File: src/rtl/traffic_pkg.sv
// traffic_pkg: shared state encoding, lamp indices and helpers for the intersection controller. Rev 1.0
`default_nettype none

package traffic_pkg;

   typedef enum logic [1:0] {
      ST_ALL_RED = 2'd0,
      ST_WALK    = 2'd1,
      ST_GREEN   = 2'd2,
      ST_YELLOW  = 2'd3
   } state_t;

   localparam int LAMP_RED    = 0;
   localparam int LAMP_YELLOW = 1;
   localparam int LAMP_GREEN  = 2;

   // Minimum one bit so a 1-phase build still has a legal index port.
   function automatic int clog2(input int n);
      int r;
      r = 0;
      for (int i = 0; i < 31; i++) begin
         if ((1 << i) < n) r = i + 1;
      end
      return (r < 1) ? 1 : r;
   endfunction

   function automatic logic [2:0] served_lamps(input state_t s);
      logic [2:0] l;
      l = 3'b000;
      case (s)
         ST_GREEN:  l[LAMP_GREEN]  = 1'b1;
         ST_YELLOW: l[LAMP_YELLOW] = 1'b1;
         default:   l[LAMP_RED]    = 1'b1;
      endcase
      return l;
   endfunction

endpackage

`default_nettype wire

File: src/rtl/traffic_phase_select.sv
// traffic_phase_select: round-robin demand finder, searching from phase+1 with the current phase last. Rev 1.0
`default_nettype none

module traffic_phase_select
   import traffic_pkg::*;
#(
   parameter  int NUM_PHASES = 4,
   localparam int PW         = clog2(NUM_PHASES)
) (
   input  logic [PW-1:0]         phase,
   input  logic [NUM_PHASES-1:0] demand,
   output logic [PW-1:0]         next_phase
);

   function automatic logic [PW-1:0] wrap_add(input logic [PW-1:0] p, input int k);
      return PW'((int'(p) + k) % NUM_PHASES);
   endfunction

   // With no demand anywhere the default rotates to phase+1.
   always_comb begin
      logic          found;
      logic [PW-1:0] idx;
      found      = 1'b0;
      idx        = '0;
      next_phase = wrap_add(phase, 1);
      for (int k = 1; k <= NUM_PHASES; k++) begin
         idx = wrap_add(phase, k);
         if (!found && demand[idx]) begin
            next_phase = idx;
            found      = 1'b1;
         end
      end
   end

endmodule

`default_nettype wire

File: src/rtl/traffic_intersection_ctrl.sv
// traffic_intersection_ctrl: N-phase signal controller with actuated green, ped walk and all-red clearance. Rev 1.0
// Optional emergency preemption enabled by defining TRAFFIC_PREEMPT_EN.
`default_nettype none

module traffic_intersection_ctrl
   import traffic_pkg::*;
#(
   parameter  int NUM_PHASES = 4,
   parameter  int TIMER_W    = 8,
   parameter  int GREEN_MIN  = 10,
   parameter  int GREEN_MAX  = 30,
   parameter  int YELLOW_T   = 3,
   parameter  int ALLRED_T   = 2,
   parameter  int WALK_T     = 6,
   localparam int PW         = clog2(NUM_PHASES)
) (
   input  logic                  clk,
   input  logic                  rst,
   input  logic                  tick,
   input  logic [NUM_PHASES-1:0] veh_detect,
   input  logic [NUM_PHASES-1:0] ped_req,
`ifdef TRAFFIC_PREEMPT_EN
   input  logic                  preempt,
   input  logic [PW-1:0]         preempt_phase,
`endif
   output logic [NUM_PHASES-1:0] red,
   output logic [NUM_PHASES-1:0] yellow,
   output logic [NUM_PHASES-1:0] green,
   output logic [NUM_PHASES-1:0] walk,
   output logic [NUM_PHASES-1:0] ped_pending,
   output logic [PW-1:0]         phase
);

   localparam logic [TIMER_W-1:0] GMIN_END  = TIMER_W'(GREEN_MIN - 1);
   localparam logic [TIMER_W-1:0] GMAX_END  = TIMER_W'(GREEN_MAX - 1);
   localparam logic [TIMER_W-1:0] YEL_END   = TIMER_W'(YELLOW_T - 1);
   localparam logic [TIMER_W-1:0] AR_END    = TIMER_W'(ALLRED_T - 1);
   localparam logic [TIMER_W-1:0] WALK_END  = TIMER_W'(WALK_T - 1);
   localparam logic [TIMER_W-1:0] TIMER_SAT = '1;

   state_t                  state;
   logic [TIMER_W-1:0]      timer;
   logic [NUM_PHASES-1:0]   pending;
   logic                    started;
   logic [PW-1:0]           search_base;
   logic [PW-1:0]           next_phase;

   logic                    preempt_rise;
   logic                    preempt_hold;
   logic                    preempt_level;
   logic [PW-1:0]           preempt_target;

   // Before the first service the search starts one below phase 0 so phase 0 is served first.
   assign search_base = started ? phase : PW'(NUM_PHASES - 1);

   traffic_phase_select #(
      .NUM_PHASES (NUM_PHASES)
   ) u_select (
      .phase      (search_base),
      .demand     (veh_detect | pending),
      .next_phase (next_phase)
   );

`ifdef TRAFFIC_PREEMPT_EN
   logic preempt_q;

   always_ff @(posedge clk or posedge rst) begin
      if (rst) preempt_q <= 1'b0;
      else     preempt_q <= preempt;
   end

   assign preempt_level  = preempt;
   assign preempt_target = preempt_phase;
   assign preempt_hold   = preempt && (state == ST_GREEN) && (phase == preempt_phase);
   assign preempt_rise   = preempt && !preempt_q && !preempt_hold;
`else
   assign preempt_level  = 1'b0;
   assign preempt_target = '0;
   assign preempt_hold   = 1'b0;
   assign preempt_rise   = 1'b0;
`endif

   always_ff @(posedge clk or posedge rst) begin
      if (rst) begin
         state   <= ST_ALL_RED;
         phase   <= '0;
         timer   <= '0;
         pending <= '0;
         started <= 1'b0;
      end else begin
         pending <= pending | ped_req;
         if (tick && (timer != TIMER_SAT)) timer <= timer + 1'b1;
         case (state)
            ST_ALL_RED: begin
               if (tick && (timer == AR_END)) begin
                  timer   <= '0;
                  started <= 1'b1;
                  if (preempt_level) begin
                     phase <= preempt_target;
                     state <= ST_GREEN;
                  end else begin
                     phase <= next_phase;
                     if (pending[next_phase]) begin
                        state               <= ST_WALK;
                        pending[next_phase] <= 1'b0;
                     end else begin
                        state <= ST_GREEN;
                     end
                  end
               end
            end
            ST_WALK: begin
               if (preempt_rise) begin
                  state <= ST_ALL_RED;
                  timer <= '0;
               end else if (tick && (timer == WALK_END)) begin
                  state <= ST_GREEN;
                  timer <= '0;
               end
            end
            ST_GREEN: begin
               // Saturating timer plus >= compares keep a long preempt hold exiting cleanly.
               if (preempt_rise) begin
                  state <= ST_YELLOW;
                  timer <= '0;
               end else if (!preempt_hold && tick &&
                            (((timer >= GMIN_END) && !veh_detect[phase]) || (timer >= GMAX_END))) begin
                  state <= ST_YELLOW;
                  timer <= '0;
               end
            end
            default: begin
               if (tick && (timer == YEL_END)) begin
                  state <= ST_ALL_RED;
                  timer <= '0;
               end
            end
         endcase
      end
   end

   always_comb begin
      logic [2:0] lamps;
      lamps         = served_lamps(state);
      red           = '1;
      yellow        = '0;
      green         = '0;
      walk          = '0;
      red[phase]    = lamps[LAMP_RED];
      yellow[phase] = lamps[LAMP_YELLOW];
      green[phase]  = lamps[LAMP_GREEN];
      walk[phase]   = (state == ST_WALK);
   end

   assign ped_pending = pending;

endmodule

`default_nettype wire

File: config.mk
export PLATFORM = sky130hd
export DESIGN_NAME = traffic_intersection_ctrl
export DESIGN_NICKNAME = d
export VERILOG_FILES = /design/src/rtl/traffic_pkg.sv /design/src/rtl/traffic_phase_select.sv /design/src/rtl/traffic_intersection_ctrl.sv
export SDC_FILE = /design/constraint.sdc
export NUM_CORES = 1
export LEC_CHECK = 0
export BUFFER_PORTS_ARGS = -buffer_cell sky130_fd_sc_hd__buf_2
export CAP_MARGIN = 20
export CORE_ASPECT_RATIO = 1.2
export CORE_MARGIN = 1.5
export CORE_UTILIZATION = 57
export CTS_CLUSTER_DIAMETER = 120
export DETAILED_ROUTE_END_ITERATION = 6
export HOLD_SLACK_MARGIN = 0.05
export PLACE_DENSITY = 0.84
export RECOVER_POWER = 25
export SLEW_MARGIN = 20
export SYNTH_ARGS = -nofsm -noshare
export SYNTH_HDL_FRONTEND = slang
export SYNTH_SLANG_ARGS = --single-unit
File: constraint.sdc
create_clock -name clk -period 3.3 [get_ports clk]
set_clock_uncertainty 0.05 [all_clocks]
set_input_delay 0.165 -clock clk [delete_from_list [all_inputs] [get_ports clk]]
set_output_delay 0.165 -clock clk [all_outputs]
set_load 0.05 [all_outputs]
**After elaboration in Yosys (flattened, before gate mapping)**

Index checks and enable logic that the tools add are counted.

- Register bits: 17
- Output and inout port bits: 22

- $add $sub $neg: 5
- $lt $le $gt $ge: 10
- Equal/unequal tests: 10
- Mux-type cells: 41
- Bitwise logic cells: 9
- Reduce and logical (&&, ||, !) cells: 21

Operators with widths:

| operator | count |
|---|---|
| two-way mux 8 bit | 5 |
| case mux 8 bit (3 select lines) | 1 |
| less-than comparator 2 x 3 -> 1 bit (second input constant) | 6 |
| two-way mux 2 bit | 9 |
| AND 4 bit | 4 |
| two-way mux 1 bit | 14 |
| binary-select mux 1 bit (select 2 bit) | 6 |
| two-way mux 4 bit | 3 |
| OR 4 bit | 3 |
| logical AND 1 bit | 11 |
| adder 8 x 1 -> 8 bit (second input constant) | 1 |
| equality test 8 x 1 -> 1 bit (second input constant) | 1 |
| equality test 8 x 2 -> 1 bit (second input constant) | 1 |
| equality test 8 x 3 -> 1 bit (second input constant) | 1 |
| greater-or-equal comparator 8 x 4 -> 1 bit (second input constant) | 1 |
| greater-or-equal comparator 8 x 5 -> 1 bit (second input constant) | 1 |
| inequality test 8 bit (second input constant) | 1 |
| NOT 4 bit | 2 |
| inequality test 2 bit (second input constant) | 3 |
| case mux 2 bit (3 select lines) | 1 |
| adder 2 x 1 -> 2 bit (second input constant) | 2 |
| adder 2 bit (second input constant) | 2 |
| demux 1 bit (select 2 bit) | 2 |
| equality test 2 bit (second input constant) | 2 |
| other kinds (9) | 13 |

**Depth between registers and ports, before layout**

- Word-level depth: 23
- Gate-level depth with buffers: 9
- Mapped depth without buffers: 9

**Hierarchy**

From an unflattened synthesis, not the netlist that was laid out.

- Cells, all modules: 165
- Area total of the unflattened synthesis: 1393.8 um2

Modules (own cells, without submodules):

| module | times used | cells each | area each (um2) |
|---|---|---|---|
| traffic_intersection_ctrl | 1 | 148 | 1288.7 |
| traffic_phase_select | 1 | 17 | 105.1 |

**Worst setup path after synthesis**

Ideal clock, no wire load.

- Path type: flip-flop to output port
- Start point: register phase[1]
- End point: output red[2]
- Arrival time: 2.576 ns
- Data required time: 3.085 ns
- Setup slack: 0.509 ns
- Stages on the path, launching flop included: 5
- Path buffers: 1
- Cell sequence: dfrtp_1 -> buf_6 -> inv_1 -> nor3_1 -> nor2_1

- Cells in the longest elaborated chain, start to end: 6
- Elaborated cells between the ends (all ways): 7
- Those cells by class: 2 x order compare; 2 x mux; 2 x bitwise; 1 x reduce/logical

Ends and longest elaborated chain:

| what | RTL line | RTL |
|---|---|---|
| start, declared | traffic_intersection_ctrl.sv:31 | `output logic [PW-1:0] phase` |
| start signal, assigned | traffic_intersection_ctrl.sv:99 | `phase <= preempt_target;` |
| start signal, assigned | traffic_intersection_ctrl.sv:102 | `phase <= next_phase;` |
| less-than comparator 2 x 3 -> 1 bit (not written as such) or greater-or-equal comparator 2 x 1 -> 1 bit (tied branches) | traffic_intersection_ctrl.sv:149 | `red[phase] = lamps[LAMP_RED];` |
| logical AND 1 bit (not written as such) | traffic_intersection_ctrl.sv:149 |  |
| two-way mux 1 bit (not written as such) | traffic_intersection_ctrl.sv:149 |  |
| demux 1 bit (select 2 bit) * | traffic_intersection_ctrl.sv:149 |  |
| NOT 4 bit (no line) * | n/a |  |
| OR 4 bit (no line) * | n/a |  |
| end, declared | traffic_intersection_ctrl.sv:26 | `output logic [NUM_PHASES-1:0] red,` |

Mark *: on every way between the ends. The rest lies on a longest branch, timed or not.

**Final worst setup path**

- Start point: register phase[0]
- End point: register state[1]

- Cells in the longest elaborated chain, start to end: 19
- Elaborated cells between the ends (all ways): 38
- Those cells by class: 4 x add/sub; 1 x eq/ne; 22 x mux; 11 x reduce/logical

Ends and longest elaborated chain:

| what | RTL line | RTL |
|---|---|---|
| two-way mux 2 bit | traffic_intersection_ctrl.sv:54 | `assign search_base = started ? phase : PW'(NUM_PHASES - 1);` |
| adder 2 x 1 -> 2 bit | traffic_phase_select.sv:16 | `return PW'((int'(p) + k) % NUM_PHASES);` |
| binary-select mux 1 bit (select 2 bit) | traffic_phase_select.sv:28 | `if (!found && demand[idx]) begin` |
| two-way mux 1 bit (not written as such) | traffic_phase_select.sv:28 |  |
| two-way mux 1 bit | traffic_phase_select.sv:28 |  |
| zero test 1 bit | traffic_phase_select.sv:28 |  |
| logical AND 1 bit | traffic_phase_select.sv:28 |  |
| two-way mux 1 bit | traffic_phase_select.sv:28 |  |
| [3 not listed] | n/a |  |
| zero test 1 bit | traffic_phase_select.sv:28 |  |
| logical AND 1 bit | traffic_phase_select.sv:28 |  |
| two-way mux 2 bit | traffic_phase_select.sv:28 |  |
| binary-select mux 1 bit (select 2 bit) | traffic_intersection_ctrl.sv:103 | `if (pending[next_phase]) begin` |
| two-way mux 1 bit (not written as such) | traffic_intersection_ctrl.sv:103 |  |
| two-way mux 2 bit | traffic_intersection_ctrl.sv:103 |  |
| two-way mux 2 bit | traffic_intersection_ctrl.sv:95 | `if (tick && (timer == AR_END)) begin` |
| case mux 2 bit (3 select lines) | traffic_intersection_ctrl.sv:93 | `case (state)` |
| end signal, assigned | traffic_intersection_ctrl.sv:100 | `state <= ST_GREEN;` |
| end signal, assigned | traffic_intersection_ctrl.sv:104 | `state <= ST_WALK;` |
| end signal, assigned | traffic_intersection_ctrl.sv:107 | `state <= ST_GREEN;` |
| end, declared | traffic_intersection_ctrl.sv:41 | `state_t state;` |

Parallel ways exist; a longest one is shown, timed or not. The select of a mux whose other input is x is not followed.
A chain may end at the register's enable or synchronous reset.

==> metrics <==
Die ar. 0.00271 mm2; htree depth 1; fill count 189; top cells by count, synth 30 x nor2_1, 17 x dfrtp_1, 12 x nand2_1; GR peak layer met2; Rows 19; Setup TNS 0 ps; post-CTS setup buffers 0; Sink Count 17; switching power roughly 790 uW; Max-cap violations 0; Clk pwr share 0.079; vias per inst about 5.7; Ys Warns 0; FF+latch count, synth 17; minimum clock period about 2700 ps; Synth area leader dfrtp_1; grt met2 use 0.392; unrepaired setup endpoints after global routing false; number of flops mapped to enable cells by yosys 0; Setup crit start kind flip-flop; Unique masters post-synth 44; Seq/Total Area, Yosys 0.310; Setup crit end kind flip-flop; final hold violation count 0; Hold Crit Depth 2; fin crit share 0.812; Post-Synthesis Cells 159; Reg power frac 0.255; Int Pwr around 620 uW; post-cts repair resize count 0; met3 usage 0.0354; largest net degree at the start of global routing 18; sw frac 0.560; Power Density 895 mW/mm2; hold_ws between 50 and 60 ps; register area 425 um2; Starting Density 0.602; Post-synth ARST share 1.00; drt wl/cell 13.1 um; DRC violations left 0; grt ovf 0; Slew Limit Fails 0; ratio of cells with drive above 1 in the final layout 0.219; drt first pass iters 5; Gate power share 0.667; Core Region approximately 0.0023 mm2; Nets 212; area delta synth->final 14.8%; final wirelength about 3000 um; Pleak ~0.73 nW; clock latency on the worst-skew pair between 200 and 300 ps; CP arrival roughly 2900 ps; Max Clk Rate roughly 0.37 GHz; I/O pin cnt 33; first-pass GRT wire length between 4000 and 5000 um; VDD IR max about 0.53 mV; antenna fix cells 0; Yosys top cell area share 0.310; Mean Syn Cell Area between 8 and 9 um2; most common cell in the netlist nor2_1; WP data required roughly 3500 ps; min-delay worst type input port to flip-flop; final setup fails 0; die width about 48 um; largest buffer count on any clock path 2; Reg clk slew, reported paths ~90 ps; antenna viol nets, final 0; Num CTS Buffers 3; area occupied by multi-input gates about 880 um2; GPL Wtd Cong around 0.85; dominant synthesized flop cell dfrtp_1; Chip Height between 50 and 60 um; Syn Nets approximately 180; Max-slew headroom 0.578; PortBufs 32; total number of vias about 1,300; status finished clean; CTS tree yes; Worst Tran Pin Value 633 ps; M1 GR Usage 0.315; worst r2r path cells 7; post-cts hold buffer count 1; DRT iter0 DRCs between 40 and 50; Mapped Area between 0.001 and 0.0015 mm2; critical path peak fanout 15; Area contributors post-synth dfrtp_1 31%, nor2_1 8.2%, ha_1 7.3%, mux2i_1 4.4%, nand2_1 3.3%; vias in the first global route roughly 1,200; WS Path Type flip-flop to flip-flop; gr usage total 0.243; HPWL after DPL between 2000 and 2500 um; antenna violations before repair 0; Clock Tree Root clkbuf_4
==> worst max-delay path, cell delays in order, from the launching register on <==
cell and delay [ps]:
dfrtp_1 590, nand2b_1 390, mux2i_1 420, mux2_4 240, o32ai_4 80, xor2_2 270
mux2i_1 360, a41o_1 210
==> metal layers <==
metal / vias to the layer above / part of all wire / wire length, um
li1: 625 / - / -
met1: 600 / 0.43 / 1250
met2: 49 / 0.51 / 1490
met3: 4 / 0.047 / 137
met4: 0 / 0.016 / 47
met5: - / 0 / 0
==> through the flow <==
| stage | worst slack (ps) | utilization | cell area (um2) | total power [mW] | cells |
|---|---|---|---|---|---|
| after CTS | 630 | 0.691 | 1580 | 1.42 | 223 |
| after global placement | 826 | 0.675 | 1540 | 1.27 | 218 |
| after global routing | 436 | 0.691 | 1580 | 1.52 | 223 |
| after detailed placement | 660 | 0.675 | 1540 | 1.30 | 218 |
| after floorplan | 509 | - | 1370 | 1.14 | 159 |
| final | 620 | 0.691 | 1580 | 1.41 | 223 |
==> final cells by class <==
type	instances	share of cell area
multi-input combinational	129	0.560
sequential	17	0.270
timing repair buffer	33	0.108
tap	31	0.0246
inverter	9	0.0214
clock buffer	4	0.0167
==> state kept, by name (all words and copies together), names as in the netlist <==
name and count:
timer 8, started 1, ped_pending 4, phase 2, state 2
==> kinds of logic after synthesis <==
| kind of cell | after synthesis | synth area share |
|---|---|---|
| multiplexers | 9 | 0.0811 |
| AND/OR/NAND/NOR | 77 | 0.280 |
| adder cells (fa/ha/maj) | 8 | 0.0729 |
| XOR/XNOR | 8 | 0.0565 |
| AO/OA/AOI/OAI | 27 | 0.153 |
| buffers and inverters | 13 | 0.0473 |
| flip-flops | 17 | 0.310 |
==> placed cells by master, fill, tap and decap left out, types with 2 or more instances in the layout <==
cell type / n
a31oi_1: 3
nor2b_1: 4
clkbuf_4: 3
mux2i_1: 6
dfrtp_1: 17
xor2_1: 4
buf_2: 32
nor3_1: 4
o31ai_2: 2
nor4b_1: 2
nand2b_1: 3
ha_1: 8
nor2_1: 30
xnor2_1: 3
a21oi_1: 8
o21ai_0: 3
and2_1: 7
and3_1: 6
inv_1: 9
nor4_1: 2
nand2_1: 12
==> power by group through the flow <==
stage	sequential [mW]	combinational (mW)	clock, mW
final	0.360	0.942	0.111
after global routing	0.373	1.03	0.120
after CTS	0.359	0.942	0.116
after detailed placement	0.362	0.938	0
after global placement	0.357	0.914	0
after floorplan	0.379	0.762	0
==> final timing paths <==
| check | to | from | slack [ps] |
|---|---|---|---|
| hold reg to reg | state[0] | state[1] | 470 |
| max in group asynchronous | ped_pending[3] | rst | 2350 |
| setup reg to reg | state[1] | phase[0] | 620 |
| hold / removal | ped_pending[1] | ped_req[1] | 60 |
| setup / recovery | state[1] | phase[0] | 620 |
| min in group asynchronous | state[0] | rst | 440 |
Power figures use the tool's default switching activity.
